File: src/rtl/std_pipe_skid_pkg.sv
// Shared definitions for the std pipeline slices.
// State encoding is {main_valid, skid_valid} so the valid flops are the state register.
package std_pipe_skid_pkg;

    typedef enum logic [1:0] {
        ST_EMPTY = 2'b00,
        ST_BUSY  = 2'b10,
        ST_FULL  = 2'b11
    } skid_state_e;

endpackage

File: src/rtl/std_dffer.sv
// Enabled D flip-flop bank with synchronous active-high reset to a fixed value.
module std_dffer #(
    parameter int               WIDTH       = 1,
    parameter logic [WIDTH-1:0] RESET_VALUE = '0
) (
    input  logic             clk,
    input  logic             reset,
    input  logic             en,
    input  logic [WIDTH-1:0] d,
    output logic [WIDTH-1:0] q
);

    logic [WIDTH-1:0] q_d;
    logic [WIDTH-1:0] q_q;

    always_comb begin
        q_d = en ? d : q_q;
    end

    always_ff @(posedge clk) begin
        if (reset) begin
            q_q <= RESET_VALUE;
        end else begin
            q_q <= q_d;
        end
    end

    assign q = q_q;

endmodule

File: src/rtl/std_pipe_skid.sv
// Two-entry valid/ready skid buffer: data, valid and ready are all registered.
// The handshake FSM here only drives the enables of the std_dffer storage cells.
module std_pipe_skid
    import std_pipe_skid_pkg::*;
#(
    parameter int                    DATA_WIDTH       = 32,
    parameter logic [DATA_WIDTH-1:0] DATA_RESET_VALUE = '0
) (
    input  logic                  clk,
    input  logic                  reset,
    input  logic                  flush,
    input  logic                  s_valid,
    output logic                  s_ready,
    input  logic [DATA_WIDTH-1:0] s_data,
    output logic                  m_valid,
    input  logic                  m_ready,
    output logic [DATA_WIDTH-1:0] m_data
);

    logic                  main_valid_q;
    logic                  skid_valid_q;
    logic                  s_ready_q;
    logic [DATA_WIDTH-1:0] main_data_q;
    logic [DATA_WIDTH-1:0] skid_data_q;
    logic [DATA_WIDTH-1:0] main_data_d;

    skid_state_e state_q;
    skid_state_e state_d;
    logic [1:0]  state_bits_d;
    logic        up_xfer;
    logic        dn_xfer;
    logic        main_en;
    logic        skid_en;
    logic        main_from_skid;

    assign state_q = skid_state_e'({main_valid_q, skid_valid_q});
    assign up_xfer = s_valid & s_ready_q;
    assign dn_xfer = main_valid_q & m_ready;

    always_comb begin
        state_d        = state_q;
        main_en        = 1'b0;
        skid_en        = 1'b0;
        main_from_skid = 1'b0;
        case (state_q)
            ST_EMPTY: begin
                if (up_xfer) begin
                    state_d = ST_BUSY;
                    main_en = 1'b1;
                end
            end
            ST_BUSY: begin
                if (up_xfer && !dn_xfer) begin
                    state_d = ST_FULL;
                    skid_en = 1'b1;
                end else if (up_xfer && dn_xfer) begin
                    main_en = 1'b1;
                end else if (dn_xfer) begin
                    state_d = ST_EMPTY;
                end
            end
            ST_FULL: begin
                // s_ready is low here, so only the drain of the skid entry can happen
                if (dn_xfer) begin
                    state_d        = ST_BUSY;
                    main_en        = 1'b1;
                    main_from_skid = 1'b1;
                end
            end
            default: begin
                state_d = ST_EMPTY;
            end
        endcase
        if (flush) begin
            state_d = ST_EMPTY;
            main_en = 1'b0;
            skid_en = 1'b0;
        end
    end

    always_comb begin
        state_bits_d = state_d;
        main_data_d  = main_from_skid ? skid_data_q : s_data;
    end

    std_dffer #(.WIDTH(1), .RESET_VALUE(1'b0)) u_main_valid (
        .clk(clk), .reset(reset), .en(1'b1), .d(state_bits_d[1]), .q(main_valid_q)
    );

    std_dffer #(.WIDTH(1), .RESET_VALUE(1'b0)) u_skid_valid (
        .clk(clk), .reset(reset), .en(1'b1), .d(state_bits_d[0]), .q(skid_valid_q)
    );

    std_dffer #(.WIDTH(1), .RESET_VALUE(1'b1)) u_s_ready (
        .clk(clk), .reset(reset), .en(1'b1), .d(~state_bits_d[0]), .q(s_ready_q)
    );

    std_dffer #(.WIDTH(DATA_WIDTH), .RESET_VALUE(DATA_RESET_VALUE)) u_main_data (
        .clk(clk), .reset(reset), .en(main_en), .d(main_data_d), .q(main_data_q)
    );

    std_dffer #(.WIDTH(DATA_WIDTH), .RESET_VALUE(DATA_RESET_VALUE)) u_skid_data (
        .clk(clk), .reset(reset), .en(skid_en), .d(s_data), .q(skid_data_q)
    );

    assign s_ready = s_ready_q;
    assign m_valid = main_valid_q;
    assign m_data  = main_data_q;

    a_skid_implies_main: assert property (@(posedge clk) disable iff (reset)
        !(skid_valid_q && !main_valid_q));

endmodule

File: config.mk
export PLATFORM = sky130hd
export DESIGN_NAME = std_pipe_skid
export DESIGN_NICKNAME = d
export VERILOG_FILES = /design/src/rtl/std_pipe_skid_pkg.sv /design/src/rtl/std_dffer.sv /design/src/rtl/std_pipe_skid.sv
export SDC_FILE = /design/constraint.sdc
export NUM_CORES = 1
export LEC_CHECK = 0
export CORE_MARGIN = 2
export CORE_UTILIZATION = 40
export CTS_BUF_LIST = sky130_fd_sc_hd__clkbuf_8
export CTS_CLUSTER_DIAMETER = 150
export DETAILED_ROUTE_END_ITERATION = 8
export PLACE_DENSITY = 0.66
export SLEW_MARGIN = 20
export SYNTH_ARGS = -nofsm -noshare
export SYNTH_HDL_FRONTEND = slang
export SYNTH_SLANG_ARGS = --single-unit
File: constraint.sdc
create_clock -name clk -period 2.3 [get_ports clk]
set_input_delay 0.23 -clock clk [delete_from_list [all_inputs] [get_ports clk]]
set_output_delay 0.23 -clock clk [all_outputs]
set_load 0.05 [all_outputs]
==> summary by stage <==
Run status
The run finished with clean final reports.

Drt
After detailed routing, the average wire length per cell comes to 18.2 um. Once detail routing completed, the nets flagged for antenna violations numbered 0. Dividing the detail-routed via count by the number of cells gives slightly below 6. The detailed-route via count is about 2800. The final layout contains routed wiring with a total length of 8670 um. For this block, the initial DRC count from the detailed router was 230. After detailed routing, the number of remaining DRC violations is 0. The count of TritonRoute iterations in the first routing pass is 4.

Layout
The most common cell after layout, fill and taps aside is clkdlybuf4s50_1. The post-layout net count is roughly 410. The top cell types in the final layout, fill and taps aside, are clkdlybuf4s50_1, dfxtp_1, a21oi_1. For this run, the share of the core covered by cells in the final layout is between 50% and 60%. Counting the fill cells in the layout gives 697. The layout overhead on the synthesized area is 28.9%. The share of post-route cells with drive strength above 1 is 17.1%.

The number of antenna diodes in the final layout is 0.

GRT
Global routing consumed, over all layers together, between 20% and 30% of the routing resources. Entering global routing, the biggest net connects 35 pins. The number of antenna violations at the first check in global routing came to 0. The via count of the first global-routing pass is 2818.

The overall overflow remaining after global route is 0. The first-pass GRT wire length is 14300 um.

Setup path
The critical path goes through clkdlybuf4s50_1. The peak per-stage delay on the critical path is 0.85 ns. STA classifies the critical path endpoint as an output pin.

The number of buffer and inverter instances along the worst setup path is 1. The kind of launch point of the worst setup path is a flop. For the worst setup path, the data required time is ~2.1 ns.

The cell at the slowest stage of the critical path is clkdlybuf4s50_1. The kind of cell adding the most delay to the critical path is buffers and inverters. The largest driver fanout on the critical path is 7. The critical path class is flop to output pin. The critical path arrival is 1.62 ns.

STA
The clock skew is 0.00964 ns. The setup violation total in the final timing report is 0. The clock period could shrink to 1.85 ns.

The part of the cycle the worst path needs is about 80%. Based on the critical path, the design can be clocked at up to 0.541 GHz. At the pin with the least slew margin, the transition time is 0.574 ns.

Setup repair after global routing left no endpoint under its margin. The count of final hold-check violations is 0. The worst-case headroom to the max-slew limit is 61.7%. The count of final max-slew check failures is 0.

Setup total negative slack on the finished layout was measured at 0 ns.

Placement
Buffers placed on the I/O ports in this run total 70. The HPWL after detailed placement is approximately 5200 um. The final weighted congestion in routability-driven placement is 0.729.

CTS
The clock network latency to the later pin of the worst-skew pair is approximately 0.35 ns. TritonCTS built the clock tree. Counting the buffers created by CTS gives 9. Counting every sink on the clock net gives 67. The clock tree root buffer cell is clkbuf_8. The post-cts repair resize count is 0. Clock-pin slew was measured on the worst setup and hold paths at 0.07 ns. After clock tree synthesis, the setup repair step added 0 buffers. The number of H-tree branching levels is 3. The number of hold-repair buffers added at the cts stage is 0. The maximum clock path buffer count is 2.

Pwr
The share of total power consumed by net switching is 29.9%. The peak supply drop is 376 uV. The net switching power is 0.790 mW.

Summed over all cells, the static leakage comes to 1.50 nW. Of the total power, combinational logic draws 19.9%. The sequential share of power is 46.7%.

In this run, the clock network consumes 33.4% of the power. The power per standard cell area is about 650 nW/um2. Internal power comes to approximately 1.8 mW.

Synthesis
In this run the cell area of the synthesized design comes to 3150 um2. Summing the areas of all compound-gate instances in the mapped netlist gives 31.9% of the synthesized area. The xor and xnor fraction of the mapped netlist area is 0%. After synthesis, the largest family of logic cells by area is compound AO/OA/AOI/OAI gates. The simple-gate share of the synthesized area is 8.19%. Sequential cells were found to cover 42.6% of the synthesized design area. The average instance in the mapped netlist occupies 9.92 um2.

The cell count after synthesis is 317. The synthesized design contains 67 register bits. Of the total synthesized cell area, the portion taken by full adders, half adders and majority gates is 0%. In the synthesized netlist, mux cells make up 10.2% of the area. The net count after synthesis is 354. The post-synthesis cell type count is 23. Yosys printed 0 warnings.

Floorplan
The total area inside the core boundary comes to 7690 um2. Measured along the y axis, the die boundary spans 92.7 um. The number of top-level design ports is approximately 70. The floorplan has 32 rows. The die is 92.7 um wide.

The initial utilization of the core area, before any placement, comes to about two fifths. The full die area is 8590 um2.

Flow run
Across the run, the number of max-cap violations was 0.

Worst hold path
The worst min-delay path class is input pin to flop.
==> synth_stat cells <==
| cell type | instances | area share (%) |
|---|---|---|
| or3b_1 | 1 | 0.28 |
| buf_2 | 25 | 4.0 |
| a211oi_1 | 2 | 0.48 |
| a21o_1 | 1 | 0.24 |
| o21ai_1 | 32 | 5.1 |
| and3b_1 | 1 | 0.28 |
| nand2b_1 | 3 | 0.60 |
| nand3_1 | 32 | 5.1 |
| a41oi_1 | 32 | 8.9 |
| a211oi_2 | 30 | 12 |
| and2_1 | 1 | 0.20 |
| mux2i_1 | 32 | 10 |
| a21oi_1 | 33 | 5.3 |
| and4_4 | 1 | 0.36 |
| dfxtp_1 | 67 | 43 |
| nor3b_2 | 1 | 0.40 |
| nand3b_1 | 1 | 0.24 |
| nor3_1 | 2 | 0.32 |
| nand2_1 | 1 | 0.12 |
| nand3_2 | 1 | 0.32 |
| clkbuf_1 | 13 | 1.6 |
| inv_2 | 1 | 0.12 |
| buf_6 | 4 | 1.4 |
==> power groups by stage <==
stage	combinational, mW	sequential, mW	clock (mW)
after floorplan	0.197	1.39	0
after global placement	0.520	1.26	0
after detailed placement	0.527	1.26	0
after CTS	0.528	1.23	0.902
after global routing	0.556	1.24	0.952
final	0.525	1.23	0.881
==> state kept, by name, summed over array words and instances (netlist names) <==
| name | cells |
|---|---|
| u_skid_valid.q | 1 |
| u_main_valid.q | 1 |
| u_s_ready.q | 1 |
| u_main_data.q | 32 |
| u_skid_data.q | 32 |
==> worst paths after layout <==
path	from	end	slack, ns	cells past startpoint
setup / recovery	u_main_valid.q	m_valid	0.45	1
setup reg to reg	u_main_valid.q	u_main_data.q[31]	0.77	3
hold reg to reg	u_skid_data.q[3]	u_skid_data.q[3]	0.48	2
hold / removal	reset	u_skid_data.q[27]	0.36	2
==> routing by layer <==
layer / up-vias / part of all wire, % / wire, um / track usage, %
met5: - / 0 / 0 / 0
met4: 0 / 1.2 / 108 / 5.27
met3: 10 / 5.8 / 502 / 5.45
met2: 86 / 47 / 4120 / 35.2
met1: 1384 / 45 / 3940 / 26.7
li1: 1328 / - / - / -
==> area by class of cell <==
cell class	instances	area (um2)	area share [%]
clock inverter	5	28.8	0.710
multi-input combinational	207	1590	39.2
tap	102	128	3.15
timing repair buffer	84	813	20.1
sequential	67	1340	33.1
inverter	1	3.75	0.0926
clock buffer	11	151	3.73
==> cells by family (layout without fill, tap and decap cells) <==
family,Yosys count,after routing
multiplexers,32,32
AND/OR/NAND/NOR,45,45
AO/OA/AOI/OAI,130,130
buffers and inverters,43,101
flip-flops,67,67
==> through the flow <==
stage	instance area, um2	total power, mW	hold WS [ns]	setup slack (ns)	cells
2_1_floorplan	3150	1.59	0.309	0.643	317
3_3_place_gp	3870	1.78	0.464	0.397	461
3_5_place_dp	3870	1.78	0.471	0.381	461
4_1_cts	4050	2.66	0.362	0.439	477
5_1_grt	4050	2.75	0.380	0.389	477
6_report	4050	2.64	0.363	0.450	477
Power figures use the tool's default switching activity.
